--- src/rtl/shift_xfer_arbiter_pkg.sv ---
// Shared types and constants for the shift-register transfer arbiter.
package shift_xfer_arbiter_pkg;

  typedef enum logic [1:0] {
    ST_IDLE  = 2'd0,
    ST_SHIFT = 2'd1,
    ST_FIN   = 2'd2
  } state_t;

  localparam logic DIR_LEFT  = 1'b1;
  localparam logic DIR_RIGHT = 1'b0;

  localparam logic ID_A = 1'b0;
  localparam logic ID_B = 1'b1;

endpackage

--- src/rtl/shift_xfer_arbiter_rr_arb2.sv ---
// Two-requester round-robin arbiter; the priority pointer moves only when a grant is taken.
module shift_xfer_arbiter_rr_arb2 (
  input  logic CLK,
  input  logic RST,
  input  logic en,
  input  logic req_a,
  input  logic req_b,
  output logic gnt_a,
  output logic gnt_b
);

  logic prio_b;

  // A grant is always an acceptance, since it is only raised for an active request.
  always_comb begin
    gnt_a = 1'b0;
    gnt_b = 1'b0;
    if (en) begin
      if (req_a && (!req_b || !prio_b)) gnt_a = 1'b1;
      else if (req_b)                   gnt_b = 1'b1;
    end
  end

  always_ff @(posedge CLK) begin
    if (!RST)       prio_b <= 1'b0;
    else if (gnt_a) prio_b <= 1'b1;
    else if (gnt_b) prio_b <= 1'b0;
  end

endmodule

--- src/rtl/shift_xfer_arbiter.sv ---
// Arbitrates two requesters onto a serial shift register, loads a word and returns the bits it displaced.
//   state    | meaning
//   ST_IDLE  | waiting for a request; arbiter enabled
//   ST_SHIFT | WIDTH shift cycles, driving SR_SI and capturing SR_SO
//   ST_FIN   | one-cycle DONE with captured word on RD_DATA
module shift_xfer_arbiter
  import shift_xfer_arbiter_pkg::*;
#(
  parameter int WIDTH = 5
) (
  input  logic             CLK,
  input  logic             RST,
  input  logic             A_VALID,
  output logic             A_READY,
  input  logic [WIDTH-1:0] A_DATA,
  input  logic             A_DIR,
  input  logic             B_VALID,
  output logic             B_READY,
  input  logic [WIDTH-1:0] B_DATA,
  input  logic             B_DIR,
  output logic             SR_SHIFT,
  output logic             SR_SI,
  output logic             SR_LR,
  input  logic             SR_SO,
  output logic             BUSY,
  output logic             DONE,
  output logic             DONE_ID,
  output logic [WIDTH-1:0] RD_DATA
);

  localparam int CNT_W = $clog2(WIDTH);
  localparam logic [CNT_W-1:0] LAST = CNT_W'(WIDTH - 1);

  state_t           state, state_nxt;
  logic [CNT_W-1:0] cnt;
  logic [WIDTH-1:0] data_q, cap_q, cap_nxt, rd_q;
  logic             dir_q, id_q;
  logic             gnt_a, gnt_b, accept;

  shift_xfer_arbiter_rr_arb2 u_rr_arb2 (
    .CLK   (CLK),
    .RST   (RST),
    .en    ((state == ST_IDLE) && RST),
    .req_a (A_VALID),
    .req_b (B_VALID),
    .gnt_a (gnt_a),
    .gnt_b (gnt_b)
  );

  assign accept  = gnt_a | gnt_b;
  assign A_READY = gnt_a;
  assign B_READY = gnt_b;

  always_ff @(posedge CLK) begin
    if (!RST) state <= ST_IDLE;
    else      state <= state_nxt;
  end

  always_comb begin
    state_nxt = state;
    case (state)
      ST_IDLE:  if (accept) state_nxt = ST_SHIFT;
      ST_SHIFT: if (cnt == LAST) state_nxt = ST_FIN;
      ST_FIN:   state_nxt = ST_IDLE;
      default:  state_nxt = ST_IDLE;
    endcase
  end

  always_comb begin
    SR_SHIFT = 1'b0;
    SR_SI    = 1'b0;
    BUSY     = 1'b0;
    DONE     = 1'b0;
    DONE_ID  = ID_A;
    case (state)
      ST_SHIFT: begin
        SR_SHIFT = 1'b1;
        SR_SI    = (dir_q == DIR_LEFT) ? data_q[LAST - cnt] : data_q[cnt];
        BUSY     = 1'b1;
      end
      ST_FIN: begin
        BUSY    = 1'b1;
        DONE    = 1'b1;
        DONE_ID = id_q;
      end
      default: ;
    endcase
  end

  // Direction register doubles as SR_LR so the datapath's SO stays stable between transfers.
  assign SR_LR   = dir_q;
  assign RD_DATA = rd_q;
  assign cap_nxt = (dir_q == DIR_LEFT) ? {cap_q[WIDTH-2:0], SR_SO} : {SR_SO, cap_q[WIDTH-1:1]};

  always_ff @(posedge CLK) begin
    if (!RST) begin
      cnt    <= '0;
      data_q <= '0;
      dir_q  <= DIR_LEFT;
      id_q   <= ID_A;
      cap_q  <= '0;
      rd_q   <= '0;
    end else if (accept) begin
      cnt    <= '0;
      data_q <= gnt_b ? B_DATA : A_DATA;
      dir_q  <= gnt_b ? B_DIR : A_DIR;
      id_q   <= gnt_b ? ID_B : ID_A;
    end else if (state == ST_SHIFT) begin
      cap_q <= cap_nxt;
      if (cnt == LAST) begin
        cnt  <= '0;
        rd_q <= cap_nxt;
      end else begin
        cnt <= cnt + 1'b1;
      end
    end
  end

endmodule
--- config.mk ---
export PLATFORM = sky130hd
export DESIGN_NAME = shift_xfer_arbiter
export DESIGN_NICKNAME = d
export VERILOG_FILES = /design/src/rtl/shift_xfer_arbiter_pkg.sv /design/src/rtl/shift_xfer_arbiter_rr_arb2.sv /design/src/rtl/shift_xfer_arbiter.sv
export SDC_FILE = /design/constraint.sdc
export NUM_CORES = 1
export LEC_CHECK = 0
export CORE_MARGIN = 2
export CORE_UTILIZATION = 52
export DETAILED_ROUTE_END_ITERATION = 7
export PLACE_DENSITY = 0.83
export SLEW_MARGIN = 0
export SYNTH_ARGS = -nofsm -noshare
export SYNTH_HDL_FRONTEND = slang
export SYNTH_SLANG_ARGS = --single-unit
--- constraint.sdc ---
create_clock -name CLK -period 3.09 [get_ports CLK]
set_input_delay 0.618 -clock CLK [delete_from_list [all_inputs] [get_ports CLK]]
set_output_delay 0.618 -clock CLK [all_outputs]
set_load 0.05 [all_outputs]
# Word-level counts from Yosys, hierarchy flattened
# Index checks and enable logic that the tools add are counted.
classes:
  n_addsub: 2
  mul: 0
  div_mod_pow: 0
  magnitude_cmp: 2
  n_eq_ne: 5
  shift: 0
  mux: 25
  n_bitwise: 3
  reduce_logical: 12
ops:
  columns: ["cell", "count"]
  rows:
  - ["1-bit two-way mux", 17]
  - ["5-bit two-way mux", 2]
  - ["3-bit by 4-bit less-than comparator with 1-bit output, second input constant", 2]
  - ["1-bit binary-select mux with 3-bit select", 2]
  - ["2-bit two-way mux", 2]
  - ["2-bit case mux with 2 select lines", 1]
  - ["2-bit AND reduction", 2]
  - ["2-bit OR reduction", 2]
  - ["3-bit by 1-bit adder with 3-bit output, second input constant", 1]
  - ["3-bit == test, second input constant", 1]
  - ["3-bit two-way mux", 1]
  - ["3-bit AND reduction", 1]
  - ["3-bit subtractor, first input constant", 1]
  - ["2-bit by 1-bit == test with 1-bit output, second input constant", 1]
  - ["2-bit == test, second input constant", 1]
  - ["1-bit logical AND", 2]
  - ["1-bit logical NOT", 2]
  - ["2-bit logical NOT", 1]
  - ["2-bit by 1-bit inequality test with 1-bit output, second input constant", 1]
  - ["2-bit inequality test, second input constant", 1]
  - ["1-bit inverter", 2]
  - ["2-bit nonzero test", 1]
  - ["1-bit logical OR", 1]
  - ["1-bit bitwise OR", 1]
word_totals:
  register_bits: 23
  latch_bits: 0
  ram_bits: 0
  mem_bits_ro: 0
  inputBits: 17
  output_inout_bits: 13
  elab_cells: 57
  mem_count: 0

# Longest topological paths before layout
logic_depth:
  ltp_word: 8
  ltp_mapped: 7
  depth_no_buf: 6

# Cells and area by module
# From an unflattened synthesis, not the netlist that was laid out.
hier_totals:
  hier_cells: 133
  area_unflattened_um2: 1277.5
modules_own_cells:
  columns: ["mod", "n_inst", "cells_per_inst", "area_per_inst_um2", "seq_area_each_um2"]
  rows:
  - ["shift_xfer_arbiter", 1, 124, 1218.7, 440.4]
  - ["shift_xfer_arbiter_rr_arb2", 1, 9, 58.8, 20.0]

# Least setup slack after synthesis
# No wires, ideal clock.
synth_path:
  path_kind: "reg-to-output"
  start: "register state[1]"
  end: "output SR_SI"
  t_arrival_ns: 2.364
  required_time_ns: 2.472
  slack_ns: 0.108
  path_stages_with_launch: 7
  n_path_buf: 2
  path_cell_list: "dfxtp_1 -> inv_1 -> ha_1 -> buf_2 -> buf_1 -> o21ai_0 -> a32oi_1"
synth_via:
  elab_chain_len: 2
synth_rtl:
  columns: ["item", "line", "text"]
  rows:
  - ["from (decl)", "shift_xfer_arbiter.sv:34", "state_t state, state_nxt;"]
  - ["from (signal assigned)", "shift_xfer_arbiter.sv:56", "else state <= state_nxt;"]
  - ["2-bit by 1-bit == test with 1-bit output", "shift_xfer_arbiter.sv:75", "case (state)"]
  - ["1-bit two-way mux", "shift_xfer_arbiter.sv:75", null]
  - ["to (decl)", "shift_xfer_arbiter.sv:22", "output logic SR_SI,"]
# No other way between the ends.

# Final worst setup path
layout_path:
  start: "register cnt[0]"
  end: "output SR_SI"
layout_via:
  elab_chain_len: 5
  word_cells_on_any_way: 7
  cone_classes: "add/sub (1); mux (6)"
layout_rtl:
  columns: ["item", "line", "text"]
  rows:
  - ["from (decl)", "shift_xfer_arbiter.sv:35", "logic [CNT_W-1:0] cnt;"]
  - ["from (signal assigned)", "shift_xfer_arbiter.sv:114", "cnt <= cnt + 1'b1;"]
  - ["3-bit subtractor", "shift_xfer_arbiter.sv:78", "SR_SI = (dir_q == DIR_LEFT) ? data_q[LAST - cnt] : data_q[cnt];"]
  - ["1-bit binary-select mux with 3-bit select", "shift_xfer_arbiter.sv:78", null]
  - ["1-bit two-way mux (not written as such)", "shift_xfer_arbiter.sv:78", null]
  - ["1-bit two-way mux *", "shift_xfer_arbiter.sv:78", null]
  - ["1-bit two-way mux *", "shift_xfer_arbiter.sv:75", null]
# Every way passes the cells marked *; elsewhere a longest branch is shown, timed or not. The select of a mux whose other input is x is not followed.

==> summary.md <==
| Metric | Value |
|---|---|
| Total CTS buffers | `3` |
| Final Instance Area | `1600 um2` |
| Crit-path max FO | `7` |
| Avg Cell Area, Syn | `9.194 um2` |
| First-pass GRT wire length | `between 4000 and 5000 um` |
| Setup violations, final | `0` |
| Vias in the first global route | `about 1.1k` |
| Placed inst area | `1574 um2` |
| FF+latch count, synth | `23` |
| Core Area | `around 2300 um2` |
| Max-cap viol count | `0` |
| DR vias | `about 1.1k` |
| Fill count | `around 190` |
| H-tree depth | `1` |
| Seq pwr share | `0.415` |
| Setup bufs post-CTS | `0` |
| Clock Tree Root | `clkbuf_4` |
| Syn_nets | `~160` |
| Post-route insts no fill | `192` |
| Die width | `~53 um` |
| Max Clk Rate | `384.2 MHz` |
| Nets | `~190` |
| Largest area contributor in the netlist | `dfxtp_1` |
| Drt pass-1 iters | `4` |
| Req. time, crit path | `about 2500 ps` |
| Synth Instances | `~140` |
| All-Layer GR Usage | `0.2218` |
| Clock Latency Late Sink | `roughly 310 ps` |
| Row Count | `17` |
| Routed wire per std cell | `between 10 and 15 um` |
| Clock share of power | `0.150` |
| Seq/Total Area, Yosys | `0.3629` |
| Max-slew violations | `0` |
| Worst Hold Class | `reg2reg` |
| Clock Sinks | `23` |
| Quantity of gates resized following cts | `0` |
| Yosys warns | `0` |
| Status | `finished, final reports clean` |
| Multi-input gate area | `about 710 um2` |
| Tcrit/Tclk final | `0.8423` |
| RSZ-0062 raised after global routing | `false` |
| Sw frac | `0.3961` |
| Mapped cell area | `1269 um2` |
| CTS tree | `done` |
| Final wirelength | `~2800 um` |
| Area Overhead vs Synth | `26.13%` |
| Die area | `roughly 2900 um2` |
| Initial core utilization | `0.5627` |
| Slew @ Worst Pin | `roughly 650 ps` |
| Cells taking the most area after synthesis | `dfxtp_1, ha_1, mux2i_1` |
| CTS Hold Bufs | `0` |
| Post-DRT Antenna Nets | `0` |
| Top cell type's share of synthesized area | `0.3629` |
| PortBufs | `29` |
| Worst IR Drop VDD | `approximately 550 uV` |
| IO Pins | `30` |
| Fin crit period | `around 2600 ps` |
| CTS max path bufs | `2` |
| Most common cell after layout, fill and taps aside | `clkdlybuf4s50_1` |
| CP Class | `reg2out` |
| Die Span Y | `between 50 and 60 um` |
| Switching pwr | `0.3751 mW` |
| Int Pwr | `approximately 0.57 mW` |
| Worst clock skew | `about 2.5 ps` |
| Layout cell share with drive strength beyond 1 | `0.1159` |
| FF+latch area | `460.4 um2` |
| PwrDens | `slightly below 600 nW/um2` |
| Most frequent cells in the layout | `clkdlybuf4s50_1, dfxtp_1, nor2_1` |
| Initial antenna violation count | `0` |
| Combinational share of power | `0.436` |
| Total negative slack | `0 ps` |
| Post-Place Cells | `around 190` |
| Grt total ovfl | `0` |
| Startpoint types | `flip-flop` |
| Detailed placement HPWL | `2095 um` |
| Pin count of the biggest net entering global routing | `20` |
| Hold Fails Final Rpt | `0` |
| Critical Path AT | `about 2000 ps` |
| Yosys cell types | `34` |
| Clock-pin slew on the worst setup and hold paths | `around 130 ps` |
| Vias per cell | `5.771` |
| DRC | `0` |
| GPL Wtd Cong | `~0.77` |
| Critical path capture point type | `output pin` |
| Relative max-transition margin | `0.5635` |
| DRT iter0 DRCs | `34` |
| P_leak | `~0.66 nW` |
| Antenna cells | `0` |
==> critical path, stage by stage (launching register included) <==
cell and delay, ps:
dfxtp_1 510, inv_1 100, ha_1 230, ha_1 290, nand2b_1 140, a32oi_1 180
buf_4 220
==> power groups by stage <==
stage	clock (mW)	sequential, mW	combinational [mW]
2_1_floorplan	0	0.388	0.313
3_3_place_gp	0	0.395	0.399
3_5_place_dp	0	0.398	0.410
4_1_cts	0.142	0.392	0.412
5_1_grt	0.154	0.398	0.452
6_report	0.142	0.393	0.413
==> flip-flops by register name, indices dropped and copies added, names as in the netlist <==
name,flops
RD_DATA,5
cap_q,5
data_q,5
cnt,3
state,2
SR_LR,1
id_q,1
u_rr_arb2.prio_b,1
==> through the flow <==
step	worst slack, ps	util	power (mW)	hold WS [ps]
2_1_floorplan	107.8	-	0.7008	452.1
3_3_place_gp	611.4	0.6981	0.7936	462.4
5_1_grt	348.1	0.7098	1.005	527.8
3_5_place_dp	565.6	0.6981	0.8077	482.9
4_1_cts	476.7	0.7098	0.9454	506.3
6_report	487.2	0.7098	0.9470	504.8
==> Yosys cell counts <==
| cell | count |
|---|---|
| dfxtp_1 | 23 |
| nor2_1 | 15 |
| a211oi_1 | 8 |
| inv_1 | 8 |
| o21ai_0 | 8 |
| a21oi_1 | 7 |
| ha_1 | 7 |
| mux2i_1 | 7 |
| buf_2 | 6 |
| nor3_1 | 6 |
| a211oi_2 | 5 |
| nand2_1 | 5 |
| nand3_1 | 4 |
| o211a_1 | 4 |
| and2_1 | 2 |
| buf_1 | 2 |
| buf_6 | 2 |
| mux4_2 | 2 |
| nor4bb_1 | 2 |
| a22oi_1 | 1 |
| a2bb2oi_1 | 1 |
| a32oi_1 | 1 |
| and2b_1 | 1 |
| and3_1 | 1 |
| clkinv_1 | 1 |
| nand2b_1 | 1 |
| nand3_2 | 1 |
| nand3b_1 | 1 |
| nand4_1 | 1 |
| nor2b_1 | 1 |
| o2111ai_2 | 1 |
| o211ai_1 | 1 |
| o211ai_2 | 1 |
| or2_0 | 1 |
==> cells by family after synthesis <==
| family | Yosys count | synth area share |
|---|---|---|
| AOI/OAI and AO/OA | 38 | 0.2347 |
| muxes | 9 | 0.09073 |
| DFF | 23 | 0.3629 |
| adders and majority gates | 7 | 0.06903 |
| and+or+nand+nor | 42 | 0.1687 |
| buffers and inverters | 19 | 0.07396 |
==> layer usage <==
metal / share of wire / wire, um / vias up / track usage
li1: - / - / 554 / -
met1: 0.47 / 1316 / 526 / 0.2763
met2: 0.48 / 1357 / 26 / 0.4053
met3: 0.043 / 122 / 2 / 0.03672
met4: 0.0043 / 12 / 0 / 0.02564
met5: 0 / 0 / - / 0
==> layout make-up <==
cell class              instances  share of cell area
well taps                      28             0.02189
clock buffers                   4             0.01642
repair buffers                 32              0.2064
inverters                       9             0.02111
flip-flops and latches         23              0.2877
multi-input cells              96              0.4464
==> final timing paths <==
check	to	from	slack, ps	depth (start not counted)
max	SR_SI	cnt[0]	490	6
min	state[0]	state[0]	500	2
max reg2reg	RD_DATA[2]	state[1]	1250	5
min reg2reg	state[0]	state[0]	500	2
No activity file was read; power rests on OpenSTA's default activity.
